**src/rtl/alu_pkg.sv**
```systemverilog
// Shared definitions for the ALU logic datapath: logic-unit op codes and FSM state encoding.
package alu_pkg;

  localparam logic [2:0] LU_AND   = 3'b000;
  localparam logic [2:0] LU_OR    = 3'b001;
  localparam logic [2:0] LU_XOR   = 3'b010;
  localparam logic [2:0] LU_NAND  = 3'b011;
  localparam logic [2:0] LU_NOR   = 3'b100;
  localparam logic [2:0] LU_XNOR  = 3'b101;
  localparam logic [2:0] LU_ANDN  = 3'b110;
  localparam logic [2:0] LU_PASSA = 3'b111;

  typedef enum logic [1:0] {
    LU_IDLE = 2'd0,
    LU_RUN  = 2'd1,
    LU_DONE = 2'd2
  } lu_state_e;

endpackage

```
**src/rtl/bitwise_lu_iter_logic_lane.sv**
```systemverilog
// Combinational LANE-bit logic slice: applies the selected op to one chunk of the operands.
module logic_lane
  import alu_pkg::*;
#(
  parameter int unsigned LANE = 8
) (
  input  logic [2:0]      op_i,
  input  logic [LANE-1:0] a_i,
  input  logic [LANE-1:0] b_i,
  output logic [LANE-1:0] y_o
);

  always_comb begin
    y_o = '0;
    unique case (op_i)
      LU_AND:   y_o = a_i & b_i;
      LU_OR:    y_o = a_i | b_i;
      LU_XOR:   y_o = a_i ^ b_i;
      LU_NAND:  y_o = ~(a_i & b_i);
      LU_NOR:   y_o = ~(a_i | b_i);
      LU_XNOR:  y_o = ~(a_i ^ b_i);
      LU_ANDN:  y_o = a_i & ~b_i;
      LU_PASSA: y_o = a_i;
    endcase
  end

endmodule

```
**src/rtl/bitwise_lu_iter.sv**
```systemverilog
// Iterative bitwise logic unit: captures operands, evaluates LANE bits per cycle LSB first,
// and reports the result with zero/parity flags behind a valid/ready handshake.
module bitwise_lu_iter
  import alu_pkg::*;
#(
  parameter int unsigned WIDTH = 32,
  parameter int unsigned LANE  = 8
) (
  input  logic             clk,
  input  logic             rst,
  input  logic             in_valid,
  output logic             in_ready,
  input  logic [2:0]       op,
  input  logic [WIDTH-1:0] a,
  input  logic [WIDTH-1:0] b,
  output logic             out_valid,
  input  logic             out_ready,
  output logic [WIDTH-1:0] y,
  output logic             zero,
  output logic             parity,
  output logic             busy
);

  localparam int unsigned NCH = WIDTH / LANE;
  localparam int unsigned CW  = (NCH > 1) ? $clog2(NCH) : 1;

  lu_state_e        state_q;
  logic [CW-1:0]    cnt_q;
  logic [2:0]       op_q;
  logic [WIDTH-1:0] a_q, b_q;
  logic [WIDTH-1:0] y_q, y_d;
  logic             or_q, or_d;
  logic             par_q, par_d;
  logic             zero_q;
  logic             out_valid_q, in_ready_q, busy_q;
  logic [LANE-1:0]  a_sl, b_sl, y_sl;
  logic             last;

  // Slice mux selects the chunk addressed by the counter; y_d merges the new slice back in.
  always_comb begin
    a_sl = '0;
    b_sl = '0;
    y_d  = y_q;
    for (int k = 0; k < int'(NCH); k++) begin
      if (cnt_q == CW'(k)) begin
        a_sl = a_q[k*LANE +: LANE];
        b_sl = b_q[k*LANE +: LANE];
        y_d[k*LANE +: LANE] = y_sl;
      end
    end
    last  = (cnt_q == CW'(NCH - 1));
    or_d  = or_q | (|y_sl);
    par_d = par_q ^ (^y_sl);
  end

  logic_lane #(
    .LANE (LANE)
  ) u_lane (
    .op_i (op_q),
    .a_i  (a_sl),
    .b_i  (b_sl),
    .y_o  (y_sl)
  );

  always_ff @(posedge clk) begin
    if (rst) begin
      state_q     <= LU_IDLE;
      cnt_q       <= '0;
      op_q        <= '0;
      a_q         <= '0;
      b_q         <= '0;
      y_q         <= '0;
      or_q        <= 1'b0;
      par_q       <= 1'b0;
      zero_q      <= 1'b0;
      out_valid_q <= 1'b0;
      in_ready_q  <= 1'b1;
      busy_q      <= 1'b0;
    end else begin
      case (state_q)
        LU_IDLE: begin
          if (in_valid && in_ready_q) begin
            op_q       <= op;
            a_q        <= a;
            b_q        <= b;
            y_q        <= '0;
            or_q       <= 1'b0;
            par_q      <= 1'b0;
            zero_q     <= 1'b0;
            cnt_q      <= '0;
            in_ready_q <= 1'b0;
            busy_q     <= 1'b1;
            state_q    <= LU_RUN;
          end
        end
        LU_RUN: begin
          y_q   <= y_d;
          or_q  <= or_d;
          par_q <= par_d;
          if (last) begin
            cnt_q       <= '0;
            zero_q      <= ~or_d;
            out_valid_q <= 1'b1;
            state_q     <= LU_DONE;
          end else begin
            cnt_q <= cnt_q + 1'b1;
          end
        end
        LU_DONE: begin
          // in_ready stays low on the exit edge, so nothing is accepted that cycle.
          if (out_ready) begin
            out_valid_q <= 1'b0;
            in_ready_q  <= 1'b1;
            busy_q      <= 1'b0;
            state_q     <= LU_IDLE;
          end
        end
        default: begin
          state_q     <= LU_IDLE;
          out_valid_q <= 1'b0;
          in_ready_q  <= 1'b1;
          busy_q      <= 1'b0;
        end
      endcase
    end
  end

  assign in_ready  = in_ready_q;
  assign out_valid = out_valid_q;
  assign busy      = busy_q;
  assign y         = y_q;
  assign zero      = zero_q;
  assign parity    = par_q;

endmodule

```
**config.mk**
```make
export PLATFORM = sky130hd
export DESIGN_NAME = bitwise_lu_iter
export DESIGN_NICKNAME = d
export VERILOG_FILES = /design/src/rtl/alu_pkg.sv /design/src/rtl/bitwise_lu_iter_logic_lane.sv /design/src/rtl/bitwise_lu_iter.sv
export SDC_FILE = /design/constraint.sdc
export NUM_CORES = 1
export LEC_CHECK = 0
export ABC_CLOCK_PERIOD_IN_PS = 3720
export BUFFER_PORTS_ARGS = -buffer_cell sky130_fd_sc_hd__buf_4
export CAP_MARGIN = 20
export CORE_ASPECT_RATIO = 1.25
export CORE_MARGIN = 1.5
export CORE_UTILIZATION = 45
export CTS_CLUSTER_DIAMETER = 40
export DETAILED_ROUTE_END_ITERATION = 8
export PLACE_DENSITY = 0.81
export REMOVE_ABC_BUFFERS = 1
export SLEW_MARGIN = 0
export SYNTH_ARGS = -nofsm -noshare
export SYNTH_HDL_FRONTEND = slang
export SYNTH_HIERARCHICAL = 1
export SYNTH_SLANG_ARGS = --single-unit
```
**constraint.sdc**
```tcl
create_clock -name clk -period 3.72 [get_ports clk]
set_clock_uncertainty 0.1 [all_clocks]
set_input_delay 0.558 -clock clk [delete_from_list [all_inputs] [get_ports clk]]
set_output_delay 0.558 -clock clk [all_outputs]
set_load 0.1 [all_outputs]
```
==> results of run 1 <==
[routing by layer]
metal  up-vias  global-route usage
met5         -                   0
met2       152               0.342
met1      2371               0.254
li1       2635                   -
met3        22              0.0350
met4         0              0.0669
[synthesized netlist by cell type (2+ instances only)]
library cell and number:
nand2_1 212, inv_1 33, xnor2_1 3, and2_1 3
a31oi_1 2, nand2b_1 2, nor2b_1 2, dfxtp_1 109
buf_2 24, buf_6 4, clkbuf_1 29, nor3_1 8
mux2i_1 2, nor2_1 12, ha_1 32, nand3_1 35
nand4_1 2, o21ai_0 27, a221oi_1 4, mux4_2 8
mux2_2 6, a21oi_1 141, nand3b_1 17
[report_power, final]
part / leakage, nW / total [mW] / internal [mW] / switching, mW
sequential: 0.889 / 1.28 / 1.23 / 0.0510
combinational: 1.77 / 0.771 / 0.350 / 0.421
clock: 0.143 / 0.957 / 0.539 / 0.418
total: 2.80 / 3.01 / 2.12 / 0.890
[tightest hold or removal path, stage by stage]
cell	delay [ns]
buf_4	0.11
nand2_1	0.04
a21oi_1	0.05
[cells by family after synthesis]
family                   Yosys count  synth area share
flip-flops                       109             0.394
buffers and inverters             92            0.0748
multiplexers                      16            0.0484
AO/OA/AOI/OAI                    183             0.174
AND/OR/NAND/NOR                  297             0.231
adder cells (fa/ha/maj)           32            0.0723
XOR/XNOR                           3           0.00475
[worst max-delay path by stage]
stage,start,endpoint,slack [ns],depth (start not counted)
floorplan,cnt_q[1],parity,-0.22,18
detailed placement,cnt_q[1],parity,-0.07,17
finish,cnt_q[1],parity,0.07,19
global placement,cnt_q[0],parity,0.11,16
CTS,cnt_q[1],parity,0.02,19
global route,cnt_q[1],parity,-0.09,19
[final cells by class]
type | instances | share of cell area
tap | 164 | 0.0288
clock buffer | 12 | 0.0346
clock inverter | 4 | 0.00667
multi-input combinational | 531 | 0.440
sequential | 109 | 0.307
timing repair buffer | 145 | 0.165
inverter | 34 | 0.0186
[stage by stage]
step	TNS [ns]	setup WS (ns)	instances
after global routing	-0.0931	-0.0931	999
after global placement	0	0.113	972
after detailed placement	-0.0673	-0.0673	972
after CTS	0	0.0172	989
final	0	0.0748	999
after floorplan	-0.220	-0.220	674
[state kept, by name (all words and copies together), names as in the netlist]
register   count
a_q           32
b_q           32
y             32
op_q           3
cnt_q          2
state_q        2
busy           1
in_ready       1
or_q           1
out_valid      1
parity         1
zero           1
[repair_timing]
action,in CTS,in global routing
gates resized for setup,6,44
buffers inserted,1,8
endpoints found under the setup margin,1,1
pin swaps,0,22
gates cloned,0,2
==> results.md, run 1 <==
Cells and area:
- From synthesis to final layout, the design area changed by 28.8%.
- The area taken by flip-flops and latches is 0.00219 mm2.
- Once layout is complete, the utilization of the core stands at 0.592.
- The antenna diode count is 0.
- Of the cells placed in the final design, the portion with a size suffix greater than 1 is 0.244.
- The final layout net count is 933.
- The library cell used most frequently in the layout, excluding fill and tap cells, is nand2_1.
- The top cell types in the final layout, fill and taps aside, are nand2_1 (212), buf_4 (139), a21oi_1 (136), dfxtp_1 (107), nand3_1 (35).
- The multi-input combinational cells in the finished layout cover a total of 0.00314 mm2.
- After routing the design area is 0.00713 mm2.
- Counting the fill cells in the layout gives 1128.

Routing:
- The average wire per cell in the routed design is 13.7 um.
- Wire segments on met3 add up to 655 um in the final route.
- The number of design-rule violations left by the first detailed-router iteration is 259.
- For this block, the routed nets add up to 13700 um of wire.
- In the routed design, unresolved DRC markers number 0.
- The vias after detailed routing is 5180.
- The first detailed-routing pass ran for 5 iterations.
- The routed metal-1 wire length is 5910 um.
- In the routed layout, each cell is associated on average with a via count of 5.19.
- The routed design uses 6820 um of met2 wire.
- The highest metal layer with signal wires is met4.
- The number of nets with antenna violations after routing is 0.

Global routing:
- The combined global-route utilization of all metal layers is 0.201.
- Entering global routing, the biggest net connects 78 pins.
- The total congestion overflow is 0.
- The number of antenna violations at the first check in global routing is 0.
- The number of global-route vias before repair is 4546.
- The global-route wire length before repair is 20900 um.

Floorplan:
- 108 I/O pins were placed.
- In this run the standard cell core region covers 0.0120 mm2.
- The die footprint is 0.0130 mm2.
- For this configuration, the core starts out at a cell density of 0.459.
- From bottom edge to top edge, the die measures 127 um.
- In this run the horizontal extent of the chip is 102 um.
- In this run the core area contains 45 standard-cell rows.

Critical path:
- In this design, the stage delay of the slowest critical-path cell is 0.37 ns.
- The kind of capture point of the worst setup path is a flip-flop.
- For this design, the slowest cell found on the critical path is or3b_4.
- STA puts the critical path data required time at 3.83 ns.
- In this run the critical register-to-register path is launched from cnt_q[1].
- The arrival time of data at the critical path endpoint is 3.76 ns.
- Walking the worst path, the cells encountered are inv_2 > ha_4 > buf_12 > nand3b_1 > a21oi_2 > a21oi_1 > o21ai_1 > inv_1 > ha_4 > or3b_4 > a21boi_2 > a21oi_1 > o21ai_1 > inv_1 > ha_4 > xnor2_4 > xnor2_2 > o2111ai_2 > o41ai_2.
- The critical register-to-register path endpoint is parity.
- Broken down by cell family, the worst path's largest delay share belongs to compound AO/OA/AOI/OAI gates.
- The critical path contains buffers and inverters numbering 4 combined.
- The cell depth of the worst flop-to-flop path is 19.
- The slack of the worst reg-to-reg path is 0.07 ns.
- The worst setup path category is flip-flop to flip-flop.
- Along the worst path, the maximum fanout reaches 17.
- The cell that appears most often on the critical path is ha_4.
- STA classifies the critical path startpoint as a flip-flop.

Pwr:
- The total chip power is 3.01 mW.
- The analysis attributes to cell leakage a power of 2.80 nW.
- Dividing total power by cell area gives a power density of 422 mW/mm2.
- VDD sags by at most 0.207 mV.

Min path:
- The number of cells on the worst hold path is 3.
- The startpoint of the most critical hold path is a[17].
- The endpoint with the worst hold slack is a_q[17].
- The worst min-delay path class is primary input to flip-flop.

CTS:
- TritonCTS built the clock tree.
- The clock transition at the register clock pins on the worst setup and hold paths after CTS is 0.07 ns.
- The number of clock sinks is 109.
- The clock network latency to the later pin of the worst-skew pair is 0.35 ns.
- The cts-stage hold buffer count is 0.
- The clock passes through at most 2 buffers.
- Clock tree synthesis selected as its root buffer the cell clkbuf_16.
- The H-tree level count is 3.
- The number of CTS-inserted buffers is 9.

Flow run:
- The reported max-cap violation count is 0.

Yosys:
- In the post-synthesis netlist, the biggest area contributors are dfxtp_1 (39%), nand2_1 (14%), a21oi_1 (13%).
- The synthesized area is 0.00554 mm2.
- The count of warnings emitted by yosys is 6.
- After synthesis, the share of flip-flops with an asynchronous set or reset is 0.
- The most used flip-flop cell after synthesis is dfxtp_1.
- The number of distinct standard cells referenced by the synthesized netlist is 38.
- The count of state elements after synthesis is 109.
- The largest area contributor in the netlist is dfxtp_1.
- For this run, the register share of the synthesized area comes to 0.394.
- The average cell area after synthesis is 7.56 um2.
- Synthesis handed over a netlist of 732 instances.
- The area share of the leading cell type in the synthesized netlist is 0.394.
- The number of enable-type register cells in the synthesized netlist is 0.

Placed design:
- The number of port buffers is 107.
- Detailed placement ended at an HPWL of 8910 um.
- The final RePlAce weighted congestion is 0.755.
- After detailed placement, the total cell area comes to 0.00652 mm2.

STA:
- The total count of max-transition violations in the final report is 0.
- The transition time at the pin with the least slew margin is 0.857 ns.
- The final count of hold timing violations is 0.
- Counting I/O delays and the setup requirement, the final critical path takes 3.65 ns.
- In the finished design, the share of the clock period the worst path needs comes to 0.980.
- The highest clock frequency the design can meet is 0.274 GHz.
- Setup violations remaining at the end of the flow were counted as 0.
- The final-layout worst hold slack is 0.348 ns.
- The tightest slew margin relative to the limit is 0.428.

Status:
- The flow ran to the end, and the final reports show no timing, DRC or antenna violations.
(Power assumes the default switching activity.)
==> inputs of run 2 (changes only) <==
--- a/config.mk
+++ b/config.mk
@@ -7,9 +7,7 @@
 export LEC_CHECK = 0
 export ABC_CLOCK_PERIOD_IN_PS = 3720
 export BUFFER_PORTS_ARGS = -buffer_cell sky130_fd_sc_hd__buf_4
-export CAP_MARGIN = 20
 export CORE_ASPECT_RATIO = 1.25
-export CORE_MARGIN = 1.5
 export CORE_UTILIZATION = 45
 export CTS_CLUSTER_DIAMETER = 40
 export DETAILED_ROUTE_END_ITERATION = 8
==> results.md, run 2 (same netlist as run 1, synthesis figures left out) <==
Status:
- Run status: completed (unchanged).

Critical path:
- The buffering stage count on the worst path with inverters included is 4 (unchanged).
- The data required time at the worst endpoint was 3.83 ns (about the same).
- The category of cells accounting for the largest share of critical-path delay is compound AO/OA/AOI/OAI gates (unchanged).
- The slack of the worst reg-to-reg path is 0.13 ns (was 0.07 ns).
- The worst setup path category is flip-flop to flip-flop (unchanged).
- The cell at the slowest stage of the critical path was or3b_1 (was or3b_4).
- The largest incremental delay on the critical path is 0.36 ns (was 0.37 ns).
- The element type at the critical path start is a flip-flop (unchanged).
- Worst-path cell chain: inv_1 > ha_2 > buf_12 > nand3b_1 > a21oi_1 > a21oi_1 > o21ai_1 > inv_1 > ha_4 > or3b_1 > a21boi_2 > a21oi_1 > o21ai_1 > inv_1 > ha_4 > xnor2_2 > xnor2_2 > o2111ai_2 > o41ai_2 (was inv_2 > ha_4 > buf_12 > nand3b_1 > a21oi_2 > a21oi_1 > o21ai_1 > inv_1 > ha_4 > or3b_4 > a21boi_2 > a21oi_1 > o21ai_1 > inv_1 > ha_4 > xnor2_4 > xnor2_2 > o2111ai_2 > o41ai_2).
- The arrival time of data at the critical path endpoint is 3.71 ns (was 3.76 ns).
- The kind of capture point of the worst setup path was a flip-flop (unchanged).
- The highest fanout seen on the critical path is 22 (was 17).

Pwr:
- The total power per unit cell area is 421 mW/mm2 (was 422 mW/mm2).
- The sequential fraction of design power is 0.438 (was 0.425).
- The internal power came to 2.05 mW (was 2.12 mW).
- The total chip power was 2.92 mW (was 3.01 mW).
- The worst voltage drop across the vdd grid came to 0.227 mV (was 0.207 mV).
- The total leakage power was 2.74 nW (was 2.80 nW).
- The fraction of power spent switching nets is 0.297 (was 0.296).
- The clock share of power is 0.321 (was 0.318).
- The switching power of the nets came to 0.869 mW (was 0.890 mW).
- The proportion of power drawn by combinational gates is 0.241 (was 0.256).

STA:
- The final-layout setup total negative slack is 0 ns (unchanged).
- The transition time at the pin with the least slew margin came to 0.883 ns (was 0.857 ns).
- The total count of max-transition violations in the final report came to 0 (unchanged).
- The final-layout worst hold slack is 0.347 ns (was 0.348 ns).
- The post-route fraction of the period consumed by the critical path is 0.966 (was 0.980).
- The final setup violation count is 0 (unchanged).
- The final count of hold timing violations is 0 (unchanged).
- The tightest slew margin relative to the limit is 0.411 (was 0.428).
- The highest clock frequency the design can meet was 0.278 GHz (was 0.274 GHz).
- The final critical path time including I/O delays and setup is 3.59 ns (was 3.65 ns).
- The worst setup slack after layout is 0.128 ns (was 0.0748 ns).

Cells and area:
- Commonest cells after routing, fill and taps aside: nand2_1 (212), a21oi_1 (139), buf_4 (137), dfxtp_1 (107), nand3_1 (35) (was nand2_1 (212), buf_4 (139), a21oi_1 (136), dfxtp_1 (107), nand3_1 (35)).
- The fraction of the core area covered by cells at the end of the flow is 0.589 (was 0.592).
- The final layout net count came to 928 (was 933).
- The fraction of final layout cells sized beyond drive strength 1 is 0.230 (was 0.244).
- The post-layout instance area came to 0.00694 mm2 (was 0.00713 mm2).
- The number of non-filler instances in the completed layout is 990 (was 999).
- The most common library cell in the layout ignoring fill and taps was nand2_1 (unchanged).
- The layout overhead on the synthesized area is 25.4% (was 28.8%).
- The antenna diode count is 0 (unchanged).

Flow run:
- The reported max-cap violation count is 0 (unchanged).

CTS:
- The number of CTS-inserted buffers is 9 (unchanged).
- The clock network latency to the later pin of the worst-skew pair is 0.35 ns (about the same).
- The clock transition at the register clock pins on the worst setup and hold paths after CTS was 0.07 ns (about the same).
- The clock tree buffer depth came to 2 (unchanged).
- The number of clock sinks is 109 (unchanged).
- The CTS tree is yes (unchanged).
- The H-tree level count came to 3 (unchanged).
- The root cell of the clock tree is clkbuf_16 (unchanged).

Floorplan:
- The total number of placement rows is 44 (was 45).
- The I/O pin count is 108 (unchanged).
- The area of the core region is 0.0118 mm2 (was 0.0120 mm2).
- The die width is 101 um (was 102 um).
- The die footprint is 0.0128 mm2 (was 0.0130 mm2).
- The starting utilization of the core area came to 0.470 (was 0.459).
- The floorplan die height came to 126 um (was 127 um).

Placed design:
- The number of port buffers is 107 (unchanged).
- The count of placed standard cells including taps was 973 (was 972).
- The placed wire-length estimate after detailed placement is 9260 um (was 8910 um).
- The worst setup slack before clock tree synthesis was -0.0181 ns (was -0.0673 ns).
- The final RePlAce weighted congestion is 0.773 (was 0.755).
- The instance area after placement is 0.00652 mm2 (about the same).

Routing:
- The number of nets with antenna violations after routing is 0 (unchanged).
- The count of TritonRoute iterations in the first routing pass was 5 (unchanged).
- The routed metal-1 wire length came to 5820 um (was 5910 um).
- The vias after detailed routing came to 5171 (was 5180).
- The average wire per cell in the routed design is 13.5 um (was 13.7 um).
- The wire length on met3 is 517 um (was 655 um).
- The highest metal layer with signal wires is met4 (unchanged).
- The post-detailed-routing wire length is 13400 um (was 13700 um).
- The routed length on met2 is 6750 um (was 6820 um).
- The via-per-instance ratio is 5.22 (was 5.19).
- The number of design-rule violations left by the first detailed-router iteration is 258 (was 259).
- The post-detailed-route DRC marker count was 0 (unchanged).

Global routing:
- The global-route wire length before repair is 21500 um (was 20900 um).
- The number of global-route vias before repair is 4640 (was 4546).
- The pin count of the biggest net entering global routing is 65 (was 78).
- The combined global-route utilization of all metal layers is 0.212 (was 0.201).
- The number of antenna violations at the first check in global routing is 0 (unchanged).
- The total congestion overflow is 0 (unchanged).

Min path:
- The worst min-delay path class is primary input to flip-flop (unchanged).
run 2: cell types whose count changed in the layout (fill, tap and decap cells not counted), sizes merged:
cell,before,now
clkbuf,14,11
inv,34,35
buf,143,140
clkinvlp,1,0
run 2: cell type report:
class / instances / area, um2
flip-flops and latches: 109 / 2180
clock inverters: 4 / 48.8
well taps: 161 / 201
clock buffers: 11 / 233
repair buffers: 140 / 1080
fillers: 1113 / 4840
multi-input cells: 531 / 3060
inverters: 34 / 133
run 2: worst min-delay path: stages:
cell and delay, ns:
buf_4 0.11, nand2_1 0.04, a21oi_1 0.05
run 2: metal layers:
layer | vias up | GRT usage
li1 | 2627 | -
met1 | 2379 | 0.259
met2 | 143 | 0.363
met3 | 22 | 0.0372
met4 | 0 | 0.0878
met5 | - | 0
run 2: power groups by stage:
stage	Clock, mW	Sequential [mW]	Combinational [mW]
finish	0.939	1.28	0.703
global route	0.991	1.29	0.769
CTS	0.945	1.28	0.643
detailed placement	0	1.31	0.639
global placement	0	1.30	0.622
floorplan	0	1.36	0.338
run 2: path summary, 6_finish.rpt:
kind             from       to  cells after the start
max reg2reg  cnt_q[1]   parity                     19
min             a[15]  a_q[15]                      3
min reg2reg    b_q[3]   b_q[3]                      2
max          cnt_q[1]   parity                     19
run 2: what timing repair did:
action | CTS | global route
setup buffers | 0 | 2
endpoints found under the setup margin | 1 | 2
hold buffers | 0 | 0
gates cloned | 0 | 0
pin swaps | 0 | 15
gates resized for setup | 2 | 39
endpoints found under the hold margin | 0 | 0
